## src/rtl/control_arranque.sv

```systemverilog
// -----------------------------------------------------------------------------
// control_arranque
//
// Start-request controller for the vehicle start sequence. It conditions a raw
// start push-button and a raw gas/electric mode switch, then runs a four-state
// controller that grants a start request only with key present and brake
// pressed. Repeated presses without the brake lead to a lockout state, which is
// cleared only by removing the key or by reset.
//
// Parameters
//   DEBOUNCE   : consecutive stable samples needed to accept a button change (1..15)
//   MAX_FALLOS : failed start attempts (press without brake) that cause lockout (1..15)
//
// Ports
//   CLK       in  1  system clock, every register updates on its rising edge
//   REINICIO  in  1  synchronous active-high reset
//   BOTON     in  1  raw asynchronous start push-button, 1 = pressed
//   SELECTOR  in  1  raw asynchronous mode switch, 1 = gas, 0 = electric
//   LLAVE     in  1  key present, already synchronous to CLK
//   FRENO     in  1  brake pressed, already synchronous to CLK
//   ARRANQUE  out 1  start request level to the downstream vehicle FSM
//   MODO      out 1  mode latched at the successful start, 1 = gas
//   LISTO     out 1  ready to accept a start press
//   ERROR     out 1  lockout after too many failed attempts
// -----------------------------------------------------------------------------
module control_arranque #(
  parameter int DEBOUNCE   = 4,
  parameter int MAX_FALLOS = 3
) (
  input  logic CLK,
  input  logic REINICIO,
  input  logic BOTON,
  input  logic SELECTOR,
  input  logic LLAVE,
  input  logic FRENO,
  output logic ARRANQUE,
  output logic MODO,
  output logic LISTO,
  output logic ERROR
);

  // The debounce counter reaches DEB_LAST_C on the DEBOUNCE-th mismatching
  // sample; that sample is the one that updates the debounced value.
  localparam logic [3:0] DEB_LAST_C   = 4'(DEBOUNCE - 1);
  localparam logic [3:0] MAX_FALLOS_C = 4'(MAX_FALLOS);

  typedef enum logic [1:0] {
    APAGADO   = 2'b00,
    ESPERA    = 2'b01,
    ARRANCADO = 2'b10,
    BLOQUEO   = 2'b11
  } estado_t;

  // Synchronizers
  logic [1:0] boton_sync_r;
  logic [1:0] selector_sync_r;
  logic       boton_sync_s;
  logic       selector_sync_s;

  // Debounce
  logic       boton_deb_r;
  logic       boton_deb_prev_r;
  logic [3:0] estable_cnt_r;
  logic       pulsacion_s;

  // Controller
  estado_t    estado_r;
  estado_t    estado_nxt_s;
  logic [3:0] fallos_r;
  logic [3:0] fallos_nxt_s;
  logic [3:0] fallos_inc_s;
  logic       modo_r;
  logic       modo_nxt_s;

  // Registered outputs
  logic       arranque_r;
  logic       listo_r;
  logic       error_r;

  assign boton_sync_s    = boton_sync_r[1];
  assign selector_sync_s = selector_sync_r[1];

  // One-cycle press event on a debounced rising edge of the button.
  assign pulsacion_s  = boton_deb_r & ~boton_deb_prev_r;
  assign fallos_inc_s = fallos_r + 4'd1;

  // Two-stage synchronizers for the asynchronous button and mode switch.
  always_ff @(posedge CLK) begin
    if (REINICIO) begin
      boton_sync_r    <= 2'b00;
      selector_sync_r <= 2'b00;
    end else begin
      boton_sync_r    <= {boton_sync_r[0], BOTON};
      selector_sync_r <= {selector_sync_r[0], SELECTOR};
    end
  end

  // Button debounce: accept the synchronized level after DEBOUNCE consecutive
  // samples that differ from the accepted level; a matching sample restarts it.
  always_ff @(posedge CLK) begin
    if (REINICIO) begin
      boton_deb_r      <= 1'b0;
      boton_deb_prev_r <= 1'b0;
      estable_cnt_r    <= 4'd0;
    end else begin
      boton_deb_prev_r <= boton_deb_r;
      if (boton_sync_s != boton_deb_r) begin
        if (estable_cnt_r == DEB_LAST_C) begin
          boton_deb_r   <= boton_sync_s;
          estable_cnt_r <= 4'd0;
        end else begin
          estable_cnt_r <= estable_cnt_r + 4'd1;
        end
      end else begin
        estable_cnt_r <= 4'd0;
      end
    end
  end

  // Next-state, failure count and mode latch for the start controller.
  always_comb begin
    estado_nxt_s = estado_r;
    fallos_nxt_s = fallos_r;
    modo_nxt_s   = modo_r;
    case (estado_r)
      APAGADO: begin
        // Counter and mode are held cleared while off.
        fallos_nxt_s = 4'd0;
        modo_nxt_s   = 1'b0;
        if (LLAVE) begin
          estado_nxt_s = ESPERA;
        end else begin
          estado_nxt_s = APAGADO;
        end
      end
      ESPERA: begin
        // Key removal wins over a press arriving on the same cycle.
        if (!LLAVE) begin
          estado_nxt_s = APAGADO;
          fallos_nxt_s = 4'd0;
          modo_nxt_s   = 1'b0;
        end else if (pulsacion_s) begin
          if (FRENO) begin
            estado_nxt_s = ARRANCADO;
            fallos_nxt_s = 4'd0;
            modo_nxt_s   = selector_sync_s;
          end else begin
            fallos_nxt_s = fallos_inc_s;
            if (fallos_inc_s == MAX_FALLOS_C) begin
              estado_nxt_s = BLOQUEO;
            end else begin
              estado_nxt_s = ESPERA;
            end
          end
        end else begin
          estado_nxt_s = ESPERA;
        end
      end
      ARRANCADO: begin
        // Presses and mode switch changes are ignored; mode stays latched.
        if (!LLAVE) begin
          estado_nxt_s = APAGADO;
          fallos_nxt_s = 4'd0;
          modo_nxt_s   = 1'b0;
        end else begin
          estado_nxt_s = ARRANCADO;
        end
      end
      BLOQUEO: begin
        if (!LLAVE) begin
          estado_nxt_s = APAGADO;
          fallos_nxt_s = 4'd0;
          modo_nxt_s   = 1'b0;
        end else begin
          estado_nxt_s = BLOQUEO;
        end
      end
      default: begin
        estado_nxt_s = APAGADO;
        fallos_nxt_s = 4'd0;
        modo_nxt_s   = 1'b0;
      end
    endcase
  end

  // State, counter, mode and output registers. Outputs are decoded from the
  // next state so they change on the same edge as the state register.
  always_ff @(posedge CLK) begin
    if (REINICIO) begin
      estado_r   <= APAGADO;
      fallos_r   <= 4'd0;
      modo_r     <= 1'b0;
      arranque_r <= 1'b0;
      listo_r    <= 1'b0;
      error_r    <= 1'b0;
    end else begin
      estado_r   <= estado_nxt_s;
      fallos_r   <= fallos_nxt_s;
      modo_r     <= modo_nxt_s;
      arranque_r <= (estado_nxt_s == ARRANCADO);
      listo_r    <= (estado_nxt_s == ESPERA);
      error_r    <= (estado_nxt_s == BLOQUEO);
    end
  end

  assign ARRANQUE = arranque_r;
  assign MODO     = modo_r;
  assign LISTO    = listo_r;
  assign ERROR    = error_r;

endmodule

```

## config.mk

```make
export PLATFORM = sky130hd
export DESIGN_NAME = control_arranque
export DESIGN_NICKNAME = d
export VERILOG_FILES = /design/src/rtl/control_arranque.sv
export SDC_FILE = /design/constraint.sdc
export NUM_CORES = 1
export LEC_CHECK = 0
export BUFFER_PORTS_ARGS = -buffer_cell sky130_fd_sc_hd__buf_2
export CAP_MARGIN = 40
export CORE_ASPECT_RATIO = 1.1
export CORE_MARGIN = 3
export CORE_UTILIZATION = 53
export DETAILED_ROUTE_END_ITERATION = 10
export GPL_TIMING_DRIVEN = 0
export PLACE_DENSITY = 0.81
export SYNTH_ARGS = -nofsm -noshare
export SYNTH_HDL_FRONTEND = slang
export SYNTH_SLANG_ARGS = --single-unit
export TNS_END_PERCENT = 20
```

## constraint.sdc

```tcl
create_clock -name CLK -period 1.8 [get_ports CLK]
set_clock_uncertainty 0.1 [all_clocks]
set_input_delay 0.36 -clock CLK [delete_from_list [all_inputs] [get_ports CLK]]
set_output_delay 0.36 -clock CLK [all_outputs]
set_load 0.005 [all_outputs]
```

# [Yosys cells after proc, flatten, opt, wreduce, memory -nomap -nowiden]
# Index checks and enable logic that the tools add are counted.
[totals] regBits=20 wordCells=52 output_inout_bits=4 inputBits=6
[classes] bitwise_logic=3 eq_ne=12 reduce_logical=6 addsub=2 muxes=18
[op_table] cell="4-bit 2-to-1 mux" n=4
[op_table] cell="2-bit 2-to-1 mux" n=6
[op_table] cell="4-bit one-hot mux with 3 select lines" n=1
[op_table] cell="4-bit by 1-bit adder with 4-bit output (second input constant)" n=2
[op_table] cell="2-bit equality test (second input constant)" n=4
[op_table] cell="4-bit by 2-bit equality test with 1-bit output (second input constant)" n=2
[op_table] cell="2-bit one-hot mux with 4 select lines" n=1
[op_table] cell="3-bit != test (second input constant)" n=2
[op_table] cell="1-bit 2-to-1 mux" n=5
[op_table] cell="2-bit by 1-bit equality test with 1-bit output (second input constant)" n=2
[op_table] cell="2-bit AND reduction" n=2
[op_table] cell="1-bit one-hot mux with 3 select lines" n=1
[op_table] cell="3-bit AND reduction" n=1
[op_table] cell="3-bit OR reduction" n=1
[op_table] cell="2-bit logical NOT" n=1
[op_table] cell="2-bit != test (second input constant)" n=1
[op_table] cell="1-bit NOT" n=2
[op_table] cell="2-bit OR reduction" n=1
[op_table] cell="1-bit AND" n=1
[op_table] cell="1-bit != test" n=1

# [Logic depth before layout (Yosys ltp)]
# Gate-level depths: netlist of the first run.
[depth] ltp_word=8 depth_mapped=6 mapped_depth_nobuf=6

# [Worst setup path after synthesis of the first run]
# No wires, ideal clock.
[synth_path] kind="reg2reg" start="register fallos_r[0]" end="register listo_r (netlist: LISTO)" synth_period_minus_slack_ps=1323 path_slack_ps=477 t_arrival_ps=1108 path_stages_with_launch=6 required_time_ps=1585 path_buffers=0 setup_ps=115 path_cell_list="dfxtp_1 > ha_1 > nand2_1 > nor3_1 > o221ai_1 > and2_1"
[synth_between] elab_chain_cells=8
[synth_lines] item="start: declaration" line="69" text="logic [3:0] fallos_r;"
[synth_lines] item="start signal: assignment" line="198" text="fallos_r <= fallos_nxt_s;"
[synth_lines] item="4-bit by 1-bit adder with 4-bit output" line="85" text="assign fallos_inc_s = fallos_r + 4'd1;"
[synth_lines] item="4-bit by 2-bit equality test with 1-bit output" line="149" text="if (fallos_inc_s == MAX_FALLOS_C) begin"
[synth_lines] item="2-bit 2-to-1 mux" line="149"
[synth_lines] item="2-bit 2-to-1 mux" line="143" text="if (FRENO) begin"
[synth_lines] item="2-bit 2-to-1 mux" line="142" text="end else if (pulsacion_s) begin"
[synth_lines] item="2-bit 2-to-1 mux" line="138" text="if (!LLAVE) begin"
[synth_lines] item="2-bit one-hot mux with 4 select lines" line="125" text="case (estado_r)"
[synth_lines] item="2-bit by 1-bit equality test with 1-bit output" line="201" text="listo_r <= (estado_nxt_s == ESPERA);"
[synth_lines] item="end signal: assignment" line="201"
[synth_lines] item="end: declaration" line="77" text="logic listo_r;"
# Every way passes these cells.
# A chain may end at the register's enable or synchronous reset.

# [Final worst setup path of the first run]
[layout_path] start="register fallos_r[0]" end="register error_r (netlist: ERROR)"
[layout_between] elab_chain_cells=8
[layout_lines] item="4-bit by 1-bit adder with 4-bit output" line="85"
[layout_lines] item="4-bit by 2-bit equality test with 1-bit output" line="149"
[layout_lines] item="2-bit 2-to-1 mux" line="149"
[layout_lines] item="2-bit 2-to-1 mux" line="143"
[layout_lines] item="2-bit 2-to-1 mux" line="142"
[layout_lines] item="2-bit 2-to-1 mux" line="138"
[layout_lines] item="2-bit one-hot mux with 4 select lines" line="125"
[layout_lines] item="2-bit equality test" line="202" text="error_r <= (estado_nxt_s == BLOQUEO);"
[layout_lines] item="end signal: assignment" line="202"
[layout_lines] item="end: declaration" line="78" text="logic error_r;"
# Every way passes these cells.

==> results of run 1 <==
cell usage after synthesis (2+ instances only):
library cell  count  area, um^2
o21ai_0           3        15.0
nor3_1            6        30.0
a21oi_1           9        45.0
nor2_1           10        37.5
xnor2_1           2        17.5
nor3b_1           2        15.0
nand3_1           2        10.0
dfxtp_1          20         400
inv_1             4        15.0
and3b_1           2        17.5
nor2b_1           6        37.5
ha_1              3        37.5
area by class of cell:
cell class | count | area (um^2) | share of cell area (%)
clock buffer | 3 | 22.5 | 2.51
buffer | 2 | 8.76 | 0.978
multi-input combinational | 62 | 389 | 43.4
tap | 16 | 20.0 | 2.23
timing repair buffer | 8 | 40.0 | 4.47
inverter | 4 | 15.0 | 1.68
sequential | 20 | 400 | 44.7
power by group through the flow:
stage	clock (mW)	sequential [mW]	combinational (mW)
final	0.199	0.453	0.0356
after global routing	0.222	0.454	0.0404
after CTS	0.204	0.453	0.0359
after detailed placement	0	0.463	0.0359
after global placement	0	0.463	0.0338
after floorplan	0	0.463	0.0217
worst reg2reg max path, stage by stage, from the launching register on:
cell	delay, ns
dfxtp_1	0.44
ha_1	0.27
nand2_1	0.07
nor3_1	0.15
o221ai_1	0.24
nor3_1	0.26
registers in the layout (all words and copies together) (netlist names):
name,count
ARRANQUE,1
ERROR,1
LISTO,1
MODO,1
boton_deb_prev_r,1
boton_deb_r,1
boton_sync_r,2
estable_cnt_r,4
estado_r,2
fallos_r,4
selector_sync_r,2
layer usage:
layer	global-route usage [%]	vias to the layer above	share of wire [%]
li1	-	328	-
met1	18.8	294	41
met2	27.7	31	49
met3	8.05	8	7.2
met4	10.2	0	3.1
met5	0	-	0
metrics by stage:
stage	std cells	hold slack, ns	area (um^2)	setup WS, ns	power (mW)
floorplan	88	0.314	813	0.477	0.484
global placement	112	0.317	873	0.309	0.497
detailed placement	112	0.347	873	0.237	0.499
CTS	115	0.161	896	0.203	0.693
global route	115	0.170	896	0.0151	0.717
finish	115	0.170	896	0.199	0.688
kinds of logic after synthesis:
| group | Yosys count |
|---|---|
| flops | 20 |
| fa+ha+maj | 3 |
| simple gates | 36 |
| compound gates | 19 |
| mux | 1 |
| buf+inv | 6 |
| xor+xnor | 3 |
path summary, 6_finish.rpt:
kind | start | endpoint | slack [ns] | cells past startpoint
worst max-delay path | fallos_r[0]$_SDFFE_PP0P_ | ERROR$_SDFF_PP0_ | 0.20 | 5
worst min-delay path | SELECTOR | selector_sync_r[0]$_SDFF_PP0_ | 0.17 | 2
worst max register to register | fallos_r[0]$_SDFFE_PP0P_ | ERROR$_SDFF_PP0_ | 0.20 | 5
worst min register to register | boton_sync_r[0]$_SDFF_PP0_ | boton_sync_r[1]$_SDFF_PP0_ | 0.36 | 1
==> impl_metrics.tcl, run 1 <==
set metrics [dict create \
    layout_commonest_cell "dfxtp_1" \
    crit_chain "ha_1 > nand2_1 > nor3_1 > o221ai_1 > nor3_1" \
    viasPerCell 5.75 \
    critPathSlowestCell "dfxtp_1" \
    cts_hold_buf 0 \
    synth_warnings 0 \
    fin_crit_sh_pct 89.0 \
    postCtsResizedCells 0 \
    grt_max_degree 11 \
    worst_setup_path_end_kind "flip-flop" \
    fmax_mhz 625 \
    postCtsSetupRepairBufs 0 \
    worst_path_largest_cell_delay_ns 0.44 \
    ys_async_sr_fraction_pct 0 \
    drt_iter0_drc 17 \
    cts_root_buf "clkbuf_4" \
    htree_levels 1 \
    ant_nets 0 \
    synthXorXnorAreaFrac_pct 3.23 \
    muxShareOfSynthArea_pct 1.23 \
    finalHoldViolations 0 \
    grt_pass1_vias 553 \
    criticalPathCategory "flip-flop to flip-flop" \
    rsz0062_at_grt "false" \
    switching_share_pct 21.2 \
    synth_top_family_by_area "simple AND/OR/NAND/NOR gates" \
    cts-buffers-inserted 3 \
    gp_congestion 0.765 \
    fp.coreArea_mm2 0.00140 \
    area_growth_pct 10.2 \
    start_util_pct 58.0 \
    path_buf_inv 0 \
    fin_setup_tns_ns 0 \
    wl_mm 1.50 \
    syn_inst 88 \
    grt_pass1_wl_mm 2.40 \
    max_cap_violations 0 \
    syn_nets 97 \
    final_util_pct 63.9 \
    relSlewSlack_pct 70.7 \
    nets 110 \
    ys_ff_latch 20 \
    worstSkewPairLatency_ns 0.29 \
    dieArea_mm2 0.00204 \
    worstPathMaxFanout 7 \
    synth-simple-area-share_pct 24.6 \
    antenna_found_initial 0 \
    wl_per_cell_um 13.1 \
    cts_tree "built" \
    p_per_area_mw_per_mm2 768 \
    drive_above_1_share_pct 13.1 \
    internal_power_mw 0.542 \
    ys_types 31 \
    synth_adder_area_share_pct 4.62 \
    comb_power_share_pct 5.2 \
    drtPass1Iterations 4 \
    clk_pin_slew_ns 0.10 \
    clockPowerShare_pct 28.9 \
    grt_overflow 0 \
    drv_slew 0 \
    pwr-share-seq_pct 65.9 \
    layout_min_cycle_time_ns 1.60 \
    syn_avg_cell_area_um2 9.24 \
    n_antenna_cell 0 \
    worstSetupStartpointType "flip-flop" \
    drc 0 \
    portBuffers 8 \
    post-dp-hpwl_mm 1.12 \
    cp.required_ns 1.91 \
    outcome "finished clean" \
    ys_seq_area_share_pct 49.2 \
    synth_compound_area_share_pct 14.2 \
    switching_power_mw 0.146 \
    worst_ep_arrival_time_ns 1.71 \
    fillers 123 \
    groute.usage.overall_pct 17.2 \
    cts_max_path_buffers 2 \
    worst_pin_slew_ns 0.439 \
    vdd_drop_max_v 0.000724 \
    syn_area_um2 813 \
    row_count 14 \
    hold_class "input port to flip-flop" \
    clock_sinks 20 \
    crit_family "simple AND/OR/NAND/NOR gates" \
    setup_viol 0 \
    crit_top_cell "nor3_1" \
    vias 661 \
    die_w_um 43.4 \
    p_leak_nw 0.362 \
    ios 10 \
    synth_flop_cell "dfxtp_1" \
    final_cell_mix "20 x dfxtp_1, 10 x nor2_1, 9 x buf_2, 9 x a21oi_1" \
    synth-edff-count 0 \
    die_h_um 47.1 \
]
(Power assumes the default switching activity.)
==> inputs of run 2 (changes only) <==
--- a/config.mk
+++ b/config.mk
@@ -11,6 +11,7 @@
 export CORE_MARGIN = 3
 export CORE_UTILIZATION = 53
 export DETAILED_ROUTE_END_ITERATION = 10
+export GPL_ROUTABILITY_DRIVEN = 0
 export GPL_TIMING_DRIVEN = 0
 export PLACE_DENSITY = 0.81
 export SYNTH_ARGS = -nofsm -noshare
==> constraint.sdc (replaced) <==
create_clock -name CLK -period 1.8 [get_ports CLK]
set_clock_uncertainty 0.1 [all_clocks]
set_input_delay 0.09 -clock CLK [delete_from_list [all_inputs] [get_ports CLK]]
set_output_delay 0.09 -clock CLK [all_outputs]
set_load 0.005 [all_outputs]
==> run 2 against run 1 <==
  * Critical endpoint unchanged
  * Combinational power increased by 24%
  * Count of clock-buffer cells in the layout unchanged
  * Global-route usage increased by 0.89 points
  * Worst hold slack got worse by 0.12 ns
  * Total power increased by 1.7%
==> impl_metrics.tcl, run 2 (synthesis gave the netlist of run 1 again) <==
set metrics [dict create \
    outcome "finished clean" \
    ant_nets 0 \
    post-place-ws_ns 0.237 \
    start_util_pct 58.0 \
    viasPerCell 5.73 \
    htree_levels 1 \
    hold_class "input port to flip-flop" \
    wl_mm 1.58 \
    drt_iter0_drc 18 \
    antenna_found_initial 0 \
    grt_pass1_wl_mm 2.49 \
    die_h_um 47.1 \
    dp.cells 112 \
    relSlewSlack_pct 70.6 \
    fin_setup_tns_ns 0 \
    setup_viol 0 \
    portBuffers 8 \
    ios 10 \
    finalHoldViolations 0 \
    grt_overflow 0 \
    rsz0062_at_grt "false" \
    criticalPathCategory "flip-flop to flip-flop" \
    worst_ep_arrival_time_ns 1.72 \
    clockPowerShare_pct 28.9 \
    fp.coreArea_mm2 0.00140 \
    clk_pin_slew_ns 0.10 \
    worstPathMaxFanout 7 \
    worst_setup_path_end_kind "flip-flop" \
    instances_no_fill 120 \
    layout_min_cycle_time_ns 1.61 \
    r2r-start "fallos_r[0]$_SDFFE_PP0P_" \
    wl_per_cell_um 13.1 \
    drv_slew 0 \
    internal_power_mw 0.549 \
    final_cell_mix "20 x dfxtp_1, 10 x nor2_1, 9 x buf_2, 9 x a21oi_1" \
    switching_power_mw 0.151 \
    grt_pass1_vias 580 \
    reg_top3 "estable_cnt_r x4, fallos_r x4" \
    clock_sinks 20 \
    grt_max_degree 11 \
    nets 115 \
    switching_share_pct 21.5 \
    post-dp-hpwl_mm 1.12 \
    drive_above_1_share_pct 12.5 \
    groute.usage.overall_pct 18.1 \
    vdd_drop_max_v 0.000449 \
    cp-startpoint "fallos_r[0]$_SDFFE_PP0P_" \
    area_growth_pct 16.3 \
    timing.final.ws_setup_ns 0.191 \
    cts_tree "built" \
    dieArea_mm2 0.00204 \
    drc 0 \
    cts_root_buf "clkbuf_4" \
    cts_max_path_buffers 2 \
    worstHoldStart "LLAVE" \
    vias 687 \
    hold_slack_ns 0.0489 \
    die_w_um 43.4 \
    fin_crit_sh_pct 89.4 \
    comb_power_share_pct 6.3 \
    drtPass1Iterations 4 \
    worstSkewPairLatency_ns 0.30 \
    cp.required_ns 1.91 \
    worst_pin_slew_ns 0.442 \
    postCtsSetupRepairBufs 0 \
    postCtsResizedCells 0 \
    p_leak_nw 0.385 \
    worstSetupStartpointType "flip-flop" \
    max_cap_violations 0 \
    layout_commonest_cell "dfxtp_1" \
    pwr-share-seq_pct 64.8 \
    fmax_mhz 622 \
    row_count 14 \
    cts-buffers-inserted 3 \
    n_antenna_cell 0 \
    p_per_area_mw_per_mm2 740 \
]
[run 2: cell types whose count changed in the layout (fill, tap and decap cells not counted), sizes merged]
| cell | change |
|---|---|
| dlygate4sd3 | +5 |
[run 2: cell type report]
type | count | area, um^2
Tap cell | 16 | 20.0
Multi-Input combinational cell | 62 | 389
Inverter | 4 | 15.0
Timing Repair Buffer | 13 | 90.1
Fill cell | 122 | 455
Clock buffer | 3 | 22.5
Sequential cell | 20 | 400
Buffer | 2 | 8.76
[run 2: power by group through the flow]
stage / Combinational [mW] / Clock [mW] / Sequential [mW]
after detailed placement: 0.0359 / 0 / 0.463
after floorplan: 0.0217 / 0 / 0.463
after CTS: 0.0440 / 0.204 / 0.453
after global placement: 0.0338 / 0 / 0.463
final: 0.0443 / 0.202 / 0.453
after global routing: 0.0493 / 0.224 / 0.454
[run 2: metal layers]
layer | track usage [%] | part of all wire (%)
met5 | 0 | 0
met4 | 13.9 | 3.2
met3 | 8.05 | 7.1
met2 | 28.9 | 50
met1 | 19.1 | 40
[run 2: what timing repair did]
action	CTS	global route
endpoints found under the setup margin	0	0
hold buffers	5	0
hold endpoints to repair	5	0
[run 2: metrics by stage]
| stage | utilization (%) | area (um^2) | total power [mW] |
|---|---|---|---|
| floorplan | - | 813 | 0.484 |
| global placement | 62.3 | 873 | 0.497 |
| detailed placement | 62.3 | 873 | 0.499 |
| CTS | 67.5 | 946 | 0.701 |
| global route | 67.5 | 946 | 0.727 |
| finish | 67.5 | 946 | 0.700 |
[run 2: critical path, cell delays in order, from the launching register on]
cell,delay [ns]
dfxtp_1,0.45
ha_1,0.27
nand2_1,0.07
nor3_1,0.15
o221ai_1,0.24
nor3_1,0.26
[run 2: worst paths after layout]
| path | depth (start not counted) | slack (ns) | end |
|---|---|---|---|
| min reg2reg | 1 | 0.36 | boton_sync_r[1]$_SDFF_PP0_ |
| max | 5 | 0.19 | ERROR$_SDFF_PP0_ |
| max reg2reg | 5 | 0.19 | ERROR$_SDFF_PP0_ |
| min | 3 | 0.05 | fallos_r[1]$_SDFFE_PP0P_ |
